**src/rtl/jk_bank_ctrl.sv**
```systemverilog
// jk_bank_ctrl: command sequencer for a bank of WIDTH JK flip-flops.
//
// Takes one host command at a time over a valid/ready handshake and drives
// per-bit j/k/en into an external JK flop bank, reading the bank's q back
// for the count commands.
//
// Ports:
//   clk        system clock, shared with the flop bank
//   reset      asynchronous active-low reset
//   cmd_valid  host presents a command
//   cmd_ready  controller accepts a command this cycle (IDLE and out of reset)
//   cmd_op     0 NOP, 1 CLEAR, 2 SET, 3 LOAD, 4 TOGGLE, 5 COUNT_UP,
//              6 COUNT_DOWN, 7 reserved (completes with err)
//   cmd_data   LOAD value or TOGGLE mask
//   cmd_steps  number of count cycles for opcodes 5 and 6
//   q_in       q feedback from the flop bank
//   j, k, en   per-bit drive into the bank
//   busy       high whenever the controller is not IDLE
//   done       one-cycle completion pulse
//   err        one-cycle pulse with done for opcode 7

// Per-bit drive decode. Every bit sees the same op; only the data bit and
// the count enable differ between lanes.
module jk_bank_lane (
    input  logic       active,
    input  logic [2:0] op,
    input  logic       data_bit,
    input  logic       up_en,
    input  logic       dn_en,
    output logic       j,
    output logic       k,
    output logic       en
);
    always_comb begin
        j  = 1'b0;
        k  = 1'b0;
        en = 1'b0;
        if (active) begin
            case (op)
                3'd1: begin en = 1'b1;     k = 1'b1; end
                3'd2: begin en = 1'b1;     j = 1'b1; end
                3'd3: begin en = 1'b1;     j = data_bit; k = ~data_bit; end
                3'd4: begin en = data_bit; j = 1'b1;     k = 1'b1;      end
                3'd5: begin en = up_en;    j = 1'b1;     k = 1'b1;      end
                3'd6: begin en = dn_en;    j = 1'b1;     k = 1'b1;      end
                default: ;
            endcase
        end
    end
endmodule

module jk_bank_ctrl #(
    parameter int WIDTH = 4,
    parameter int CNT_W = 8
) (
    input  logic             clk,
    input  logic             reset,
    input  logic             cmd_valid,
    output logic             cmd_ready,
    input  logic [2:0]       cmd_op,
    input  logic [WIDTH-1:0] cmd_data,
    input  logic [CNT_W-1:0] cmd_steps,
    input  logic [WIDTH-1:0] q_in,
    output logic [WIDTH-1:0] j,
    output logic [WIDTH-1:0] k,
    output logic [WIDTH-1:0] en,
    output logic             busy,
    output logic             done,
    output logic             err
);
    typedef enum logic [1:0] {S_IDLE, S_EXEC, S_COUNT, S_DONE} state_t;

    localparam logic [2:0] OP_RSV = 3'd7;

    state_t           state_q, state_d;
    logic [2:0]       op_q, op_d;
    logic [WIDTH-1:0] data_q, data_d;
    logic [CNT_W-1:0] steps_q, steps_d;
    logic             busy_q, busy_d;
    logic             done_q, done_d;
    logic             err_q, err_d;

    always_comb begin
        state_d = state_q;
        op_d    = op_q;
        data_d  = data_q;
        steps_d = steps_q;
        case (state_q)
            S_IDLE: begin
                if (cmd_valid) begin
                    op_d    = cmd_op;
                    data_d  = cmd_data;
                    steps_d = cmd_steps;
                    case (cmd_op)
                        3'd1, 3'd2, 3'd3, 3'd4: state_d = S_EXEC;
                        // A zero-step count completes without touching the bank.
                        3'd5, 3'd6: state_d = (cmd_steps != '0) ? S_COUNT : S_DONE;
                        default:    state_d = S_DONE;
                    endcase
                end
            end
            S_EXEC:  state_d = S_DONE;
            S_COUNT: begin
                steps_d = steps_q - 1'b1;
                if (steps_q == CNT_W'(1)) state_d = S_DONE;
            end
            S_DONE:  state_d = S_IDLE;
            default: state_d = S_IDLE;
        endcase
        // Status outputs are registered from the next state so they line up
        // exactly with state_q.
        busy_d = (state_d != S_IDLE);
        done_d = (state_d == S_DONE);
        err_d  = (state_d == S_DONE) && (op_d == OP_RSV);
    end

    always_ff @(posedge clk or negedge reset) begin
        if (!reset) begin
            state_q <= S_IDLE;
            op_q    <= '0;
            data_q  <= '0;
            steps_q <= '0;
            busy_q  <= 1'b0;
            done_q  <= 1'b0;
            err_q   <= 1'b0;
        end else begin
            state_q <= state_d;
            op_q    <= op_d;
            data_q  <= data_d;
            steps_q <= steps_d;
            busy_q  <= busy_d;
            done_q  <= done_d;
            err_q   <= err_d;
        end
    end

    // Ready is gated by reset directly so the host never sees it during reset.
    assign cmd_ready = reset && (state_q == S_IDLE);
    assign busy      = busy_q;
    assign done      = done_q;
    assign err       = err_q;

    logic drive_active;
    assign drive_active = (state_q == S_EXEC) || (state_q == S_COUNT);

    // Bit i toggles on an up-count when all lower bits are 1, and on a
    // down-count when all lower bits are 0.
    logic [WIDTH-1:0] up_pre, dn_pre;
    assign up_pre[0] = 1'b1;
    assign dn_pre[0] = 1'b1;

    genvar gi;
    generate
        for (gi = 1; gi < WIDTH; gi++) begin : g_pre
            assign up_pre[gi] = &q_in[gi-1:0];
            assign dn_pre[gi] = &(~q_in[gi-1:0]);
        end
        for (gi = 0; gi < WIDTH; gi++) begin : g_lane
            jk_bank_lane u_lane (
                .active   (drive_active),
                .op       (op_q),
                .data_bit (data_q[gi]),
                .up_en    (up_pre[gi]),
                .dn_en    (dn_pre[gi]),
                .j        (j[gi]),
                .k        (k[gi]),
                .en       (en[gi])
            );
        end
    endgenerate
endmodule

```
**config.mk**
```make
export PLATFORM = sky130hd
export DESIGN_NAME = jk_bank_ctrl
export DESIGN_NICKNAME = d
export VERILOG_FILES = /design/src/rtl/jk_bank_ctrl.sv
export SDC_FILE = /design/constraint.sdc
export NUM_CORES = 1
export LEC_CHECK = 0
export CAP_MARGIN = 20
export CORE_ASPECT_RATIO = 1.1
export CORE_MARGIN = 2
export CORE_UTILIZATION = 50
export DETAILED_ROUTE_END_ITERATION = 12
export PLACE_DENSITY = 0.82
export SLEW_MARGIN = 20
export SYNTH_ARGS = -nofsm -noshare
export SYNTH_HDL_FRONTEND = slang
export SYNTH_HIERARCHICAL = 1
export SYNTH_SLANG_ARGS = --single-unit
```
**constraint.sdc**
```tcl
create_clock -name clk -period 4.2 [get_ports clk]
set_input_delay 0.42 -clock clk [delete_from_list [all_inputs] [get_ports clk]]
set_output_delay 0.42 -clock clk [all_outputs]
set_load 0.1 [all_outputs]
```
==> results of run 1 <==
## worst paths after layout
kind / cells after the start / slack (ns) / from / to
setup / recovery: 5 / 1.00 / state_q[0] / j[2]
hold / removal: 2 / 0.46 / reset / state_q[1]
setup reg to reg: 5 / 2.11 / state_q[0] / steps_q[4]
hold reg to reg: 1 / 0.54 / steps_q[7] / steps_q[7]
max in group asynchronous: 2 / 3.53 / reset / steps_q[7]
min in group clk: 1 / 0.54 / steps_q[7] / steps_q[7]
## worst max-delay path: stages (launching register included)
cell,delay (ns)
dfrtp_1,0.41
inv_1,0.08
ha_1,0.49
o21ai_0,0.14
a31oi_1,0.19
clkdlybuf4s50_1,1.16
## synth_stat cells, types with 4 or more instances
library cell / instances / area share
mux2_2: 7 / 0.055
nor2b_1: 6 / 0.026
o21ai_1: 5 / 0.017
nand2b_1: 4 / 0.017
a21oi_1: 9 / 0.031
a31oi_1: 9 / 0.039
o22a_1: 5 / 0.031
and3_1: 6 / 0.026
a211o_2: 4 / 0.028
inv_1: 14 / 0.037
nor2_1: 10 / 0.026
ha_1: 5 / 0.044
dfrtp_1: 20 / 0.35
nand2_1: 7 / 0.018
o21ai_0: 13 / 0.045
o21a_1: 4 / 0.021
o221ai_1: 4 / 0.024
## cell families (layout without fill, tap and decap cells)
family | Yosys count | count (layout) | synth area share
AO/OA/AOI/OAI | 62 | 62 | 0.295
AND/OR/NAND/NOR | 46 | 46 | 0.190
flip-flops | 20 | 20 | 0.350
buffers and inverters | 17 | 54 | 0.0507
multiplexers | 8 | 8 | 0.0621
adder cells (fa/ha/maj) | 5 | 5 | 0.0437
other | 1 | 2 | 0.00262
XOR/XNOR | 1 | 1 | 0.00613
## routing by layer
metal	track usage	up-vias
li1	-	671
met1	0.258	643
met2	0.374	41
met3	0.0275	5
met4	0.0801	0
met5	0	-
## through the flow
stage / utilization / instances / setup WS (ns) / hold slack, ns
2_1_floorplan: - / 161 / 1.31 / 0.124
3_3_place_gp: 0.660 / 228 / 1.32 / 0.506
3_5_place_dp: 0.660 / 228 / 1.26 / 0.520
4_1_cts: 0.668 / 231 / 1.05 / 0.472
5_1_grt: 0.668 / 231 / 0.889 / 0.473
6_report: 0.668 / 231 / 1.00 / 0.458
## final cells by class
| cell class | count | area, um^2 | share of cell area |
|---|---|---|---|
| multi-input combinational | 124 | 861 | 0.468 |
| inverter | 14 | 52.6 | 0.0286 |
| clock buffer | 3 | 22.5 | 0.0123 |
| timing repair buffer | 37 | 360 | 0.196 |
| tap | 33 | 41.3 | 0.0225 |
| sequential | 20 | 500 | 0.272 |
## registers in the layout, indices dropped and copies added, names as in the netlist
register / count
busy: 1
data_q: 4
done: 1
err: 1
op_q: 3
state_q: 2
steps_q: 8
==> results.yml, run 1 <==
status:
  status: "complete, no violations"
yosys:
  yosysSeqAreaShare: 0.350
  ys.flop_type: "dfrtp_1"
  yosysWarningCount: 6
  synth_area_um2: 1430
  avgSynthCellArea_um2: 8.94
  synthCells: 160
  ys_seq_elements: 20
  synth_cell_types: 40
  async_reset_ff_frac: 1.00
  synth_edf_count: 0
worst_hold_path:
  hold_path.class: "input port to asynchronous set/reset pin"
timing:
  slew_violations: 0
  hold_viol: 0
  finalSetupTns_ns: 0
  finalSetupViolations: 0
  post-route-min-period_ns: 3.20
  rsz0062_at_grt: "no"
  relSlewSlack: 0.354
  finClkSkew_ns: 0.00155
  post-route-period-util: 0.761
  fmax_mhz: 313
  tightest_slew_ns: 0.966
drt:
  firstDrtPassIters: 4
  wl_met3_um: 168
  routed_wl_mm: 3.23
  wl_per_cell_um: 14.0
  vias_per_cell: 5.89
  num_vias: 1360
  highest_layer: "met4"
  drc: 0
  met2_length_mm: 1.61
  drtIter0Drc: 49
  wl_met1_mm: 1.41
  final_antenna_net_count: 0
floorplanning:
  die_height_um: 60.1
  pin_count: 38
  fp.dieArea_um2: 3300
  rows: 20
  initial_core_util: 0.520
  die_width_um: 55.0
  core_area_um2: 2750
cells_and_area:
  syn_to_final_growth_pct: 28.5
  drive_gt1_frac: 0.126
  final_common_cell: "clkdlybuf4s50_1"
  final_area_um2: 1840
  nNetsFinal: 227
  nFillCells: 248
  antennaDiodeCount: 0
  final_cell_mix: "clkdlybuf4s50_1 (33), dfrtp_1 (20), inv_1 (14)"
setup_path:
  path_max_fanout: 13
  critical_path_class: "flop to output pin"
  arrival_ns: 2.78
  start_kind: "flop"
  end_kind: "output pin"
  required_ns: 3.78
cts:
  post-cts-setup-buffer-count: 0
  clockRootBuffer: "clkbuf_4"
  hold_buffers: 0
  post_cts_resized: 0
  clkLatencyLatePin_ns: 0.31
  cts.sink_count: 20
  cts_tree: "done"
  clkTransAtPathRegs_ns: 0.11
  cts-htree-levels: 1
  clock_path_buffers: 2
  cts_made_buffers: 3
placed_design:
  placed_area_um2: 1820
  port_buffers: 36
  hpwl_mm: 2.36
  gp_congestion: 0.813
global_routing:
  antenna_found_initial: 0
  grt_first_pass_wirelength_mm: 5.15
  groute.usage.overall: 0.213
  overflow: 0
  grt_pass1_vias: 1233
  grt_max_degree: 27
flow_run:
  max_cap_viol_count: 0
Power of run 1 is left out: the tool's default activity adds up to more than one toggle a clock period on the data nets, which glitch-free logic cannot reach.
==> inputs of run 2 (changes only) <==
--- a/config.mk
+++ b/config.mk
@@ -8,9 +8,9 @@
 export CAP_MARGIN = 20
 export CORE_ASPECT_RATIO = 1.1
 export CORE_MARGIN = 2
-export CORE_UTILIZATION = 50
+export CORE_UTILIZATION = 44
 export DETAILED_ROUTE_END_ITERATION = 12
-export PLACE_DENSITY = 0.82
+export PLACE_DENSITY = 0.76
 export SLEW_MARGIN = 20
 export SYNTH_ARGS = -nofsm -noshare
 export SYNTH_HDL_FRONTEND = slang
==> constraint.sdc (replaced) <==
create_clock -name clk -period 2.6 [get_ports clk]
set_input_delay 0.26 -clock clk [delete_from_list [all_inputs] [get_ports clk]]
set_output_delay 0.26 -clock clk [all_outputs]
set_load 0.1 [all_outputs]
==> run 2 against run 1 <==
Clock-buffer cell count is 1 higher; sequential cell count stayed put; routed wire length grew 4.0%; hold slack lost 0.13 ns; first-iteration DRC count fell by 4.1%; via count decreased by 0.37%; register-to-register slack got worse by 1.7 ns; worst setup slack worse by 0.63 ns; clock skew rose by 0.014 ns; critical path type unchanged; largest cell class unchanged.
==> results.yml, run 2 (same netlist as run 1, synthesis figures left out) <==
setup_path:
  critical_path_class: "flop to output pin"
  arrival_ns: 1.96
  r2r_start: "state_q[0]"
  required_ns: 2.34
  end_kind: "output pin"
  crit_start: "state_q[0]"
  path_max_fanout: 13
  start_kind: "flop"
cts:
  cts_tree: "done"
  cts-htree-levels: 1
  clock_path_buffers: 2
  hold_buffers: 0
  clkTransAtPathRegs_ns: 0.12
  cts_made_buffers: 3
  cts.sink_count: 20
  clkLatencyLatePin_ns: 0.30
  clockRootBuffer: "clkbuf_4"
  post-cts-setup-buffer-count: 0
  post_cts_resized: 0
drt:
  final_antenna_net_count: 0
  routed_wl_mm: 3.36
  drc: 0
  num_vias: 1355
  highest_layer: "met4"
  vias_per_cell: 5.82
  wl_met3_um: 161
  met2_length_mm: 1.69
  firstDrtPassIters: 4
  wl_met1_mm: 1.48
  drtIter0Drc: 47
  wl_per_cell_um: 14.4
timing:
  slew_violations: 0
  fmax_mhz: 450
  rsz0062_at_grt: "no"
  finClkSkew_ns: 0.0153
  hold_viol: 0
  relSlewSlack: 0.468
  post-route-period-util: 0.855
  finalSetupViolations: 0
  post-route-min-period_ns: 2.22
  fin_hold_ws_ns: 0.331
  tightest_slew_ns: 0.799
global_routing:
  groute.usage.overall: 0.193
  overflow: 0
  grt_max_degree: 27
  antenna_found_initial: 0
  grt_first_pass_wirelength_mm: 5.81
  grt_pass1_vias: 1334
floorplanning:
  core_area_um2: 3070
  fp.dieArea_um2: 3720
  die_width_um: 58.4
  rows: 21
  initial_core_util: 0.465
  pin_count: 38
  die_height_um: 63.8
status:
  status: "complete, no violations"
placed_design:
  numPlacedInstances: 229
  hpwl_mm: 2.52
  placed_area_um2: 1910
  port_buffers: 36
  gp_congestion: 0.811
cells_and_area:
  regMostFlops: "steps_q"
  largest_register_ffs: 8
  drive_gt1_frac: 0.216
  final_area_um2: 1950
  fin_cells: 233
  final_cell_mix: "dfrtp_1 (20), clkdlybuf4s50_1 (20), inv_1 (14)"
  nNetsFinal: 227
  antennaDiodeCount: 0
  top_regs: "steps_q (8), data_q (4), op_q (3)"
  syn_to_final_growth_pct: 36.0
flow_run:
  max_cap_viol_count: 0
worst_hold_path:
  hold_path.class: "input port to asynchronous set/reset pin"
==> run 2: cell type report <==
| class | instances | area (um^2) |
|---|---|---|
| Multi-Input combinational cell | 124 | 886 |
| Timing Repair Buffer | 37 | 428 |
| Fill cell | 274 | 1130 |
| Sequential cell | 20 | 500 |
| Clock buffer | 4 | 36.3 |
| Tap cell | 34 | 42.5 |
| Inverter | 14 | 52.6 |
==> run 2: metrics by stage <==
step	utilization	TNS [ns]	worst slack, ns
floorplan	-	-0.255	-0.0636
global placement	0.621	0	0.615
detailed placement	0.621	0	0.503
CTS	0.633	0	0.365
global route	0.633	0	0.188
finish	0.633	0	0.378
==> run 2: worst paths after layout <==
path / end / slack [ns] / depth (start not counted)
min in group clk: steps_q[7] / 0.55 / 1
min: busy / 0.33 / 2
max: j[2] / 0.38 / 5
min reg2reg: steps_q[7] / 0.55 / 1
max reg2reg: steps_q[2] / 0.46 / 5
max in group asynchronous: op_q[1] / 2.04 / 2
==> run 2: per-layer routing <==
layer / track usage / up-vias
li1: - / 669
met1: 0.254 / 652
met2: 0.330 / 30
met3: 0.0263 / 4
met4: 0.0436 / 0
met5: 0 / -
==> run 2: critical path, cell delays in order, from the launching register on <==
cell     delay, ns
dfrtp_1       0.42
inv_1         0.09
ha_1          0.51
o21ai_0       0.19
a31oi_2       0.25
buf_12        0.21
Power of run 2 is left out for the same reason.
